$ cat src/rtl/fifo_stream_reader.sv
// Read-side controller for a 512x40 synchronous FIFO, presented as a valid/ready stream.
// Optional transfer counter (output word_cnt) is enabled by defining FIFO_RDR_WORD_COUNT_EN.
module fifo_stream_reader #(
    parameter int DW   = 40,
    parameter int SKID = 2
) (
    input  logic          clk,
    input  logic          rst,
    input  logic          clr,
    output logic          fifo_clr,
    input  logic          fifo_empty,
    output logic          fifo_re,
    input  logic [DW-1:0] fifo_dout,
    output logic          m_valid,
    input  logic          m_ready,
    output logic [DW-1:0] m_data,
    output logic          busy
`ifdef FIFO_RDR_WORD_COUNT_EN
    ,
    output logic [31:0]   word_cnt
`endif
);

    logic          pend_q, pend_d;
    logic [1:0]    cnt_q, cnt_d;
    logic [1:0]    cntAfter;
    logic [DW-1:0] buf0_q, buf0_d;
    logic [DW-1:0] buf1_q, buf1_d;
    logic          popOut;
    logic [2:0]    occ;

    assign m_valid  = (cnt_q != 2'd0);
    assign m_data   = buf0_q;
    assign popOut   = m_valid & m_ready;
    assign fifo_clr = clr;
    assign busy     = m_valid | pend_q | !fifo_empty;

    // Every in-flight read already owns a skid slot, so pops never over-commit.
    assign occ     = {1'b0, cnt_q} + {2'b00, pend_q} - {2'b00, popOut};
    assign fifo_re = !rst & !clr & !fifo_empty & (occ < 3'd2);

    always_comb begin
        cntAfter = cnt_q - {1'b0, popOut};
        pend_d   = fifo_re;
        cnt_d    = cntAfter + {1'b0, pend_q};
        buf0_d   = buf0_q;
        buf1_d   = buf1_q;
        if (popOut && (cnt_q == 2'd2)) begin
            buf0_d = buf1_q;
        end
        if (pend_q) begin
            if (cntAfter == 2'd0) begin
                buf0_d = fifo_dout;
            end else begin
                buf1_d = fifo_dout;
            end
        end
        if (clr) begin
            pend_d = 1'b0;
            cnt_d  = 2'd0;
            buf0_d = buf0_q;
            buf1_d = buf1_q;
        end
    end

    always_ff @(posedge clk or posedge rst) begin
        if (rst) begin
            pend_q <= 1'b0;
            cnt_q  <= 2'd0;
            buf0_q <= '0;
            buf1_q <= '0;
        end else begin
            pend_q <= pend_d;
            cnt_q  <= cnt_d;
            buf0_q <= buf0_d;
            buf1_q <= buf1_d;
        end
    end

`ifdef FIFO_RDR_WORD_COUNT_EN
    logic [31:0] word_cnt_q, word_cnt_d;

    always_comb begin
        word_cnt_d = word_cnt_q + {31'd0, popOut};
        if (clr) begin
            word_cnt_d = 32'd0;
        end
    end

    always_ff @(posedge clk or posedge rst) begin
        if (rst) begin
            word_cnt_q <= 32'd0;
        end else begin
            word_cnt_q <= word_cnt_d;
        end
    end

    assign word_cnt = word_cnt_q;
`endif

    // The head word may not change while the consumer is stalling it.
    property pHoldData;
        @(posedge clk) disable iff (rst)
            (m_valid && !m_ready && !clr) |=> $stable(m_data);
    endproperty
    aHoldData: assert property (pHoldData);

    property pOccupancy;
        @(posedge clk) disable iff (rst)
            (SKID == 2) && (cnt_q <= 2'd2) && (occ <= 3'd2);
    endproperty
    aOccupancy: assert property (pOccupancy);

endmodule

$ cat config.mk
export PLATFORM = sky130hd
export DESIGN_NAME = fifo_stream_reader
export DESIGN_NICKNAME = d
export VERILOG_FILES = /design/src/rtl/fifo_stream_reader.sv
export SDC_FILE = /design/constraint.sdc
export NUM_CORES = 1
export LEC_CHECK = 0
export CAP_MARGIN = 15
export CORE_MARGIN = 2
export CORE_UTILIZATION = 49
export CTS_CLUSTER_DIAMETER = 200
export DETAILED_ROUTE_END_ITERATION = 6
export PLACE_DENSITY = 0.79
export SETUP_SLACK_MARGIN = 0.4
export SYNTH_ARGS = -nofsm -noshare
export SYNTH_HDL_FRONTEND = slang
export SYNTH_SLANG_ARGS = --single-unit
$ cat constraint.sdc
create_clock -name clk -period 4.25 [get_ports clk]
set_input_delay 0.85 -clock clk [delete_from_list [all_inputs] [get_ports clk]]
set_output_delay 0.85 -clock clk [all_outputs]
set_load 0.01 [all_outputs]
# After elaboration in Yosys (flattened, before gate mapping)
# Index checks and enable logic that the tools add are counted.
# Widths: inputs -> output; s select.
dict set report word_totals {
  regBits 83
  input_bits 45
}
dict set report classes {
  n_addsub 4
  magnitude_cmp 1
  eq_ne 1
  mux 5
  bitwise 8
  n_reduce_logical 7
}
# operator count
set op_table {}
lappend op_table {{$mux 40} 3}
lappend op_table {{$and 1x1->1} 4}
lappend op_table {{$add 2x1->3} 1}
lappend op_table {{$logic_not 1->1} 3}
lappend op_table {{$lt 3x2->1 const B} 1}
lappend op_table {{$reduce_and 3->1} 1}
lappend op_table {{$sub 3x1->3} 1}
lappend op_table {{$add 2x1->2} 1}
lappend op_table {{$eq 2x2->1 const B} 1}
lappend op_table {{$logic_not 2->1} 1}
lappend op_table {{$mux 2} 1}
lappend op_table {{$not 1->1} 2}
lappend op_table {{$or 1x1->1} 2}
lappend op_table {{$reduce_bool 2->1} 1}
lappend op_table {{$sub 2x1->2} 1}
lappend op_table {{$logic_and 1x1->1} 1}
lappend op_table {{$mux 1} 1}

# Depth between registers and ports, before layout
# Gate-level depths: netlist of run 1.
dict set report depth {
  depth_word 6
  depth_mapped 6
}

# Worst setup path after synthesis of run 1
# No wires, ideal clock.
dict set report synth_path {
  path_type {input port to output port}
  startpoint {input rst}
  endpoint {output fifo_re}
  arrival_time_ns 3.086
  required_time_ns 3.400
  path_slack_ns 0.314
  stages 2
  n_path_buf 0
  cell_sequence {inv_1 -> and4_1}
}
dict set report synth_via {
  elab_chain_len 4
}
# item line_no
set synth_rtl {}
lappend synth_rtl {{start: declaration} 8} ;# input logic rst,
lappend synth_rtl {{$logic_not 1->1 (no line)} n/a}
lappend synth_rtl {{$and 1x1->1 (3 in series)} 40} ;# assign fifo_re = !rst & !clr & !fifo_empty & (occ < 3'd2);
lappend synth_rtl {{end: declaration} 12} ;# output logic fifo_re,
# Every way passes these cells.

# Worst setup path in the final report of run 1
dict set report layout_path {
  startpoint {input m_ready}
  endpoint {output fifo_re}
}
dict set report layout_via {
  elab_chain_len 4
}
# item line_no
set layout_rtl {}
lappend layout_rtl {{start: declaration} 15} ;# input logic m_ready,
lappend layout_rtl {{$and 1x1->1} 34} ;# assign popOut = m_valid & m_ready;
lappend layout_rtl {{$sub 3x1->3} 39} ;# assign occ = {1'b0, cnt_q} + {2'b00, pend_q} - {2'b00, popOut};
lappend layout_rtl {{$lt 3x2->1} 40}
lappend layout_rtl {{$and 1x1->1} 40}
# Every way passes these cells.

==> results of run 1 <==
[logic make-up (layout without fill, tap and decap cells)]
family,Yosys count,in the layout,share of synthesized area [%]
buffers and inverters,22,114,5.50
adders and majority gates,2,2,0.900
xor gates and xnor gates,1,1,0.242
DFF,83,83,57.5
and+or+nand+nor,54,54,11.1
muxes,40,40,12.5
AOI/OAI and AO/OA,44,44,12.3
[per-layer routing]
metal,up-vias,share of wire [%],GRT usage (%)
li1,1084,-,-
met1,1215,46,25.3
met2,81,46,29.4
met3,14,6.8,5.53
met4,0,1.9,8.46
met5,-,0,0
[layout make-up]
type	instances	area (µm²)	share of cell area, %
clock buffers	12	155	3.28
well taps	99	124	2.62
inverters	4	18.8	0.396
clock inverters	4	72.6	1.53
multi-input cells	141	1340	28.3
repair buffers	94	948	20.0
flip-flops and latches	83	2080	43.9
[placed cells by master, fill, tap and decap left out, types with 2 or more instances in the layout]
cell / instances
clkdlybuf4s50_1: 87
dfrtp_1: 83
a221o_1: 40
mux2_2: 40
and2_2: 31
clkbuf_8: 11
and2_1: 9
buf_4: 5
nand2_1: 2
inv_1: 2
clkinvlp_4: 2
and4_1: 2
bufinv_16: 2
[metrics by stage]
stage          instances  area [µm²]  utilization [%]
3_3_place_gp         418        4460             61.8
4_1_cts              436        4700             65.2
5_1_grt              437        4730             65.6
2_1_floorplan        246        3620                -
6_report             437        4730             65.6
3_5_place_dp         418        4460             61.8
[flip-flops by register name (all words and copies together) (netlist names)]
signal	count
buf1_q	40
pend_q	1
m_data	40
cnt_q	2
[worst reg2reg max path, cell delays in order (launching register included)]
cell	delay, ns
dfrtp_1	0.42
nor2b_4	0.20
and3_1	0.91
buf_4	0.39
a221o_1	0.19
[how the worst min path moves through the flow]
stage               depth (start not counted)  startpoint  slack, ns          to
floorplan                                   1   buf1_q[0]       0.47   buf1_q[0]
global placement                            1   buf1_q[6]       0.48   buf1_q[6]
detailed placement                          1   buf1_q[8]       0.48   buf1_q[8]
CTS                                         1   buf1_q[8]       0.50   buf1_q[8]
global route                                1  buf1_q[31]       0.51  buf1_q[31]
finish                                      1   buf1_q[6]       0.50   buf1_q[6]
[power breakdown]
part,switching [µW],internal (µW),total [µW]
clock,273,363,635
sequential,59.4,896,955
combinational,136,259,396
total,468,1520,1990
[timing repair]
item	CTS	global route
endpoints found under the setup margin	1	1
resized for setup	0	1
hold buffers	0	0
setup buffers	2	0
==> flow_metrics.tcl, run 1 <==
set metrics [dict create \
    antennaDiodeCount 0 \
    dieHeight_um 89.9 \
    reg2reg_from "pend_q" \
    crit_end "fifo_re" \
    syn_area_um2 3610 \
    grtUsageTotal_pct 19.1 \
    cp-end-kind "output pin" \
    final.period_utilization_pct 81.1 \
    place_congestion 0.692 \
    finClkSkew_ns 0.00897 \
    final.min_clock_period_ns 3.45 \
    finalSetupTns_ns 0 \
    crit_buf_inv 2 \
    cts_tree "done" \
    netlist_instances 246 \
    r2r_slack_ns 2.08 \
    synth.most_common_cell "dfrtp_1" \
    dp_hpwl_um 4560 \
    timing_hold_violations_final 0 \
    powerDensity_nw_per_um2 420 \
    nets 380 \
    avgViaCountPerCell 5.48 \
    cp_slowest_stage_delay_ns 0.52 \
    crit_start "m_ready" \
    num_vias 2394 \
    dieArea_um2 8080 \
    clkTransAtPathRegs_ns 0.07 \
    clock_path_buffers 2 \
    first_pass_iters 4 \
    worstPathRequired_ns 3.40 \
    ys_async_sr_fraction_pct 100 \
    dieWidth_um 89.9 \
    fmax_mhz 290 \
    whs_ns 0.497 \
    r2r-end "m_data[22]" \
    r2r_cells 4 \
    critical_path_depth 8 \
    power_uw 1990 \
    ioPinCount 89 \
    cap_viol_max_count 0 \
    ys_top_cells_by_count "dfrtp_1 (83), a221o_1 (40), mux2_2 (40), and2_2 (31), buf_6 (13)" \
    slowest_stage "clkdlybuf4s50_1" \
    wl_um 7360 \
    synth_area_leaders "dfrtp_1 (57%), mux2_2 (12%), a221o_1 (11%), and2_2 (6.4%), buf_6 (4.0%)" \
    path_class "in2out" \
    drcViolationCount 0 \
    clk_latency_ns 0.34 \
    first_iter_violations 140 \
    grt-ovfl-total 0 \
    portBuffers 88 \
    synth.top_cell.area_share_pct 57.5 \
    tightest_slew_ns 1.11 \
    yosysSeqAreaShare_pct 57.5 \
    area_growth_pct 31.0 \
    layout_setup_ws_ns 0.803 \
    cts_sinks 83 \
    hp-class "reg2reg" \
    path_delay_family "buffers and inverters" \
    finalSetupViolCount 0 \
    syn-num-nets 293 \
    rsz0062_at_grt "false" \
    final_layout_size_suffix_gt1_share_pct 30.2 \
    core_um2 7210 \
    synth_edf_count 0 \
    crit_chain "clkdlybuf4s50_1 -> nand3b_1 -> nand2_1 -> nand2_1 -> fa_1 -> xnor2_1 -> and4_1 -> dlymetal6s2s_1" \
    cp.arrival_ns 2.60 \
    ys_ff_latch 83 \
    rows 31 \
    fill_cells 533 \
    cts-root-buf "clkbuf_8" \
    start_util_pct 50.1 \
    ant_nets 0 \
    grt_pass1_wl_um 12200 \
    htree_levels 3 \
    ys_types 29 \
    wl_per_cell_um 16.8 \
    cts_buffers 9 \
    worst-path-max-fanout 3 \
    crit_top_cell "nand2_1" \
    final_max_slew_viol_count 0 \
    max-vdd-ir-drop_mv 0.216 \
    outcome "complete, no violations" \
    grt_max_degree 85 \
    pre_cts_ws_ns 0.385 \
    max-slew-margin-rel_pct 26.2 \
    ys.flop_type "dfrtp_1" \
    synth_largest_area_cell "dfrtp_1" \
    antenna_found_initial 0 \
    worstSetupStartpointType "input port" \
    yosys_warnings 0 \
    avgSynthCellArea_um2 14.7 \
    p_leak_uw 0.00220 \
    grt_pass1_vias 2517 \
]
Note: power is estimated with default switching activity, not from simulation.
==> run 2: changes to the inputs <==
--- a/config.mk
+++ b/config.mk
@@ -7,10 +7,10 @@
 export LEC_CHECK = 0
 export CAP_MARGIN = 15
 export CORE_MARGIN = 2
-export CORE_UTILIZATION = 49
+export CORE_UTILIZATION = 44
 export CTS_CLUSTER_DIAMETER = 200
 export DETAILED_ROUTE_END_ITERATION = 6
-export PLACE_DENSITY = 0.79
+export PLACE_DENSITY = 0.75
 export SETUP_SLACK_MARGIN = 0.4
 export SYNTH_ARGS = -nofsm -noshare
 export SYNTH_HDL_FRONTEND = slang
==> constraint.sdc (replaced) <==
create_clock -name clk -period 3 [get_ports clk]
set_input_delay 0.6 -clock clk [delete_from_list [all_inputs] [get_ports clk]]
set_output_delay 0.6 -clock clk [all_outputs]
set_load 0.01 [all_outputs]
==> flow_metrics.tcl, run 2 (synthesized netlist as in run 1, its figures left out) <==
set metrics [dict create \
    outcome "complete, no violations" \
    grt_max_degree 85 \
    dp_hpwl_um 4660 \
    slowest_stage "dfrtp_1" \
    worst-path-max-fanout 3 \
    path_class "reg2out" \
    layoutNonFillerInstCount 466 \
    first_iter_violations 74 \
    powerDensity_nw_per_um2 568 \
    max-slew-margin-rel_pct 32.4 \
    avgViaCountPerCell 5.32 \
    rsz0062_at_grt "true" \
    dieArea_um2 8960 \
    crit_top_cell "nand2_4" \
    cts_sinks 83 \
    nets 403 \
    dieHeight_um 94.6 \
    r2r_cells 20 \
    final_layout_size_suffix_gt1_share_pct 37.7 \
    ant_nets 0 \
    grtUsageTotal_pct 17.7 \
    place_area_um2 4520 \
    p_leak_uw 0.00232 \
    finalSetupTns_ns 0 \
    finClkSkew_ns 0.00963 \
    cap_viol_max_count 0 \
    cp_slowest_stage_delay_ns 0.39 \
    clock_path_buffers 2 \
    crit_chain "nand3b_1 -> nand2_4 -> nand2_4 -> fa_2 -> xnor2_2 -> and4_4 -> buf_6" \
    layout_commonest_cell "clkdlybuf4s50_1" \
    grt_pass1_vias 2477 \
    grt_pass1_wl_um 12200 \
    final_cell_mix "clkdlybuf4s50_1 (85), dfrtp_1 (83), a221o_1 (40), mux2_2 (40), and2_2 (31)" \
    cts-root-buf "clkbuf_8" \
    cp-end-kind "output pin" \
    ioPinCount 89 \
    power_uw 2830 \
    wl_per_cell_um 16.8 \
    final.min_clock_period_ns 2.70 \
    fmax_mhz 370 \
    rows 33 \
    cp.arrival_ns 2.10 \
    final.period_utilization_pct 90.0 \
    first_pass_iters 4 \
    finalSetupViolCount 0 \
    antenna_found_initial 0 \
    drcViolationCount 0 \
    place_congestion 0.731 \
    hold_buffers 0 \
    worstSetupStartpointType "flip-flop" \
    timing_hold_violations_final 0 \
    hp-class "reg2reg" \
    dieWidth_um 94.6 \
    antennaDiodeCount 0 \
    tightest_slew_ns 1.01 \
    max-vdd-ir-drop_mv 0.315 \
    start_util_pct 44.7 \
    clk_latency_ns 0.34 \
    portBuffers 88 \
    core_um2 8090 \
    cts_buffers 9 \
    area_growth_pct 37.6 \
    clkTransAtPathRegs_ns 0.08 \
    worstPathRequired_ns 2.40 \
    cts_tree "done" \
    fill_cells 658 \
    whs_path_depth 1 \
    grt-ovfl-total 0 \
    num_vias 2477 \
    placed_cells 431 \
    final_max_slew_viol_count 0 \
    wl_um 7820 \
    htree_levels 3 \
    final_area_um2 4970 \
]
==> run 2: changes by cell type in the layout (fill, tap and decap cells not counted), moves of 2 or more <==
| cell | change |
|---|---|
| nand2_4 | +2 |
| buf_6 | +10 |
| buf_4 | +15 |
| nand2_1 | -2 |
| clkdlybuf4s50_1 | -2 |
==> run 2: area by class of cell <==
class                   instances  area, µm²  share of cell area (%)
repair buffers                117       1130                    22.7
clock inverters                 4       72.6                    1.46
inverters                       4       21.3                   0.428
flip-flops and latches         83       2080                    41.8
well taps                     105        131                    2.64
multi-input cells             141       1390                    27.9
clock buffers                  12        155                    3.12
==> run 2: per-stage QoR <==
| stage | setup WS, ns | utilization [%] | hold slack [ns] |
|---|---|---|---|
| 3_3_place_gp | -0.325 | 55.9 | 0.477 |
| 4_1_cts | 0.271 | 59.9 | 0.502 |
| 5_1_grt | 0.231 | 61.5 | 0.515 |
| 3_5_place_dp | -0.405 | 55.9 | 0.484 |
| 6_report | 0.300 | 61.5 | 0.499 |
| 2_1_floorplan | 0.193 | - | 0.470 |
==> run 2: worst max-delay path: cells and delay by family (launching register included) <==
kind | cells | cell delay, ns
buf+inv | 1 | 0.10
xor+xnor | 1 | 0.20
flops | 1 | 0.39
fa+ha+maj | 1 | 0.39
simple gates | 4 | 0.68
==> run 2: where the power goes <==
group          internal (µW)  switching (µW)
logic                    377             198
clock network            514             384
registers               1270            83.6
==> run 2: worst paths after layout <==
check	slack [ns]	end	startpoint
worst min register to register	0.50	buf1_q[13]	buf1_q[13]
worst min-delay path	0.50	buf1_q[13]	buf1_q[13]
worst max register to register	0.37	cnt_q[1]	cnt_q[0]
min in group asynchronous	1.00	buf1_q[21]	rst
max in group asynchronous	1.36	buf1_q[17]	rst
worst max-delay path	0.30	fifo_re	cnt_q[0]
==> run 2: timing repair <==
| item | 4_1_cts | 5_1_grt |
|---|---|---|
| hold endpoints to repair | 0 | 0 |
| gates resized for setup | 7 | 24 |
| setup buffers | 14 | 5 |
| pin swaps | 4 | 8 |
| setup endpoints to repair | 2 | 3 |
| gates cloned | 0 | 0 |
==> run 2: per-layer routing <==
metal	wire length [µm]	vias to the layer above	GRT usage, %
li1	-	1128	-
met1	3480	1260	23.8
met2	3770	76	27.4
met3	422	13	4.31
met4	138	0	7.49
met5	0	-	0
==> run 3: changes to the inputs <==
==> constraint.sdc (replaced) <==
create_clock -name clk -period 3 [get_ports clk]
set_input_delay 0.6 -clock clk [delete_from_list [all_inputs] [get_ports clk]]
set_output_delay 0.6 -clock clk [all_outputs]
set_load 0.05 [all_outputs]
==> flow_metrics.tcl, run 3 (synthesized netlist as in run 1, its figures left out) <==
set metrics [dict create \
    outcome "complete, no violations" \
    grt_max_degree 46 \
    drcViolationCount 0 \
    path_delay_family "simple AND/OR/NAND/NOR gates" \
    grt_pass1_vias 2539 \
    crit_top_cell "nand2_2" \
    cts_tree "done" \
    cp.arrival_ns 2.01 \
    critical_path_depth 7 \
    place_area_um2 4530 \
    final_cell_mix "clkdlybuf4s50_1 (84), dfrtp_1 (82), a221o_1 (40), mux2_2 (40), and2_2 (31)" \
    avgViaCountPerCell 5.30 \
    dp_hpwl_um 4750 \
    holdCritStartpoint "buf1_q[20]" \
    finClkSkew_ns 0.0131 \
    cts_buffers 9 \
    fill_cells 675 \
    hp-class "reg2reg" \
    whs_path_depth 1 \
    p_leak_uw 0.00223 \
    dieWidth_um 94.6 \
    antennaDiodeCount 0 \
    place_congestion 0.770 \
    grt_pass1_wl_um 12200 \
    final_area_um2 4830 \
    cts-root-buf "clkbuf_8" \
    path_class "reg2out" \
    first_pass_iters 4 \
    layout_commonest_cell "clkdlybuf4s50_1" \
    start_util_pct 44.7 \
    worst-path-max-fanout 3 \
    htree_levels 3 \
    antenna_found_initial 0 \
    clock_path_buffers 2 \
    r2r-end "m_data[7]" \
    portBuffers 88 \
    worstPathRequired_ns 2.40 \
    fmax_mhz 383 \
    max-vdd-ir-drop_mv 0.335 \
    finish.utilization_pct 59.6 \
    multiInputGateArea_um2 1360 \
    layout.area.seq_um2 2080 \
    final.min_clock_period_ns 2.61 \
    final_max_slew_viol_count 0 \
    final.period_utilization_pct 87.0 \
    core_um2 8090 \
    tightest_slew_ns 0.569 \
    finalSetupViolCount 0 \
    hold_buffers 0 \
    grt-ovfl-total 0 \
    timing_hold_violations_final 0 \
    grtUsageTotal_pct 17.6 \
    cts_sinks 83 \
    cp_slowest_stage_delay_ns 0.40 \
    wl_um 7440 \
    slowest_stage "dfrtp_1" \
    nets 389 \
    crit_chain "nand3b_1 -> nand2_2 -> nand2_2 -> fa_2 -> xnor2_2 -> and4_4 -> buf_8" \
    min_to "buf1_q[20]" \
    worstSetupStartpointType "flip-flop" \
    rsz0062_at_grt "true" \
    rows 33 \
    cp-end-kind "output pin" \
    powerDensity_nw_per_um2 658 \
    dieHeight_um 94.6 \
    crit_buf_inv 1 \
    wl_per_cell_um 16.5 \
    final_layout_size_suffix_gt1_share_pct 34.9 \
    max-slew-margin-rel_pct 62.1 \
    cap_viol_max_count 0 \
    reg2reg_from "cnt_q[0]" \
    area_growth_pct 33.5 \
    clk_latency_ns 0.35 \
    r2r_cells 5 \
    dieArea_um2 8960 \
    ioPinCount 89 \
    ant_nets 0 \
    num_vias 2397 \
    first_iter_violations 149 \
    clkTransAtPathRegs_ns 0.08 \
    r2r_slack_ns 1.08 \
]
[run 3: final cells by class]
cell class / instances / share of cell area, %
flip-flops and latches: 83 / 43.1
multi-input cells: 141 / 28.1
repair buffers: 103 / 21.0
clock buffers: 12 / 3.21
well taps: 105 / 2.72
clock inverters: 4 / 1.50
inverters: 4 / 0.389
[run 3: power by group]
part | internal, µW | total, µW | switching (µW)
clock network | 514 | 901 | 387
logic | 369 | 924 | 554
registers | 1270 | 1350 | 83.2
[run 3: repair_timing]
item,CTS,global route
setup endpoints to repair,1,1
pin swaps,4,6
buffers inserted,5,1
gates resized for setup,9,1
[run 3: through the flow]
step / setup slack, ns / total power [µW] / cells / setup TNS [ns] / hold slack (ns)
2_1_floorplan: 0.119 / 1950 / 246 / 0 / 0.470
3_3_place_gp: 0.000942 / 2290 / 430 / 0 / 0.478
3_5_place_dp: -0.0745 / 2300 / 430 / -0.0745 / 0.484
4_1_cts: 0.354 / 3210 / 451 / 0 / 0.502
5_1_grt: 0.310 / 3310 / 452 / 0 / 0.510
6_report: 0.391 / 3180 / 452 / 0 / 0.500
[run 3: worst max-delay path by stage]
stage / startpoint / to
floorplan: rst / fifo_re
global placement: m_ready / fifo_re
CTS: cnt_q[0] / fifo_re
detailed placement: m_ready / fifo_re
finish: cnt_q[0] / fifo_re
global route: cnt_q[0] / fifo_re
[run 3: per-layer routing]
layer	up-vias	GRT usage (%)	share of wire (%)
li1	1096	-	-
met1	1224	22.2	45
met2	67	29.3	48
met3	10	4.15	5.5
met4	0	7.25	1.2
met5	-	0	0
[run 3: worst reg2reg max path, delay by kind of cell (launching register included)]
kind,cells,cell delay (ns)
AND/OR/NAND/NOR,1,0.64
flip-flops,1,0.40
buffers and inverters,2,0.38
AO/OA/AOI/OAI,2,0.38
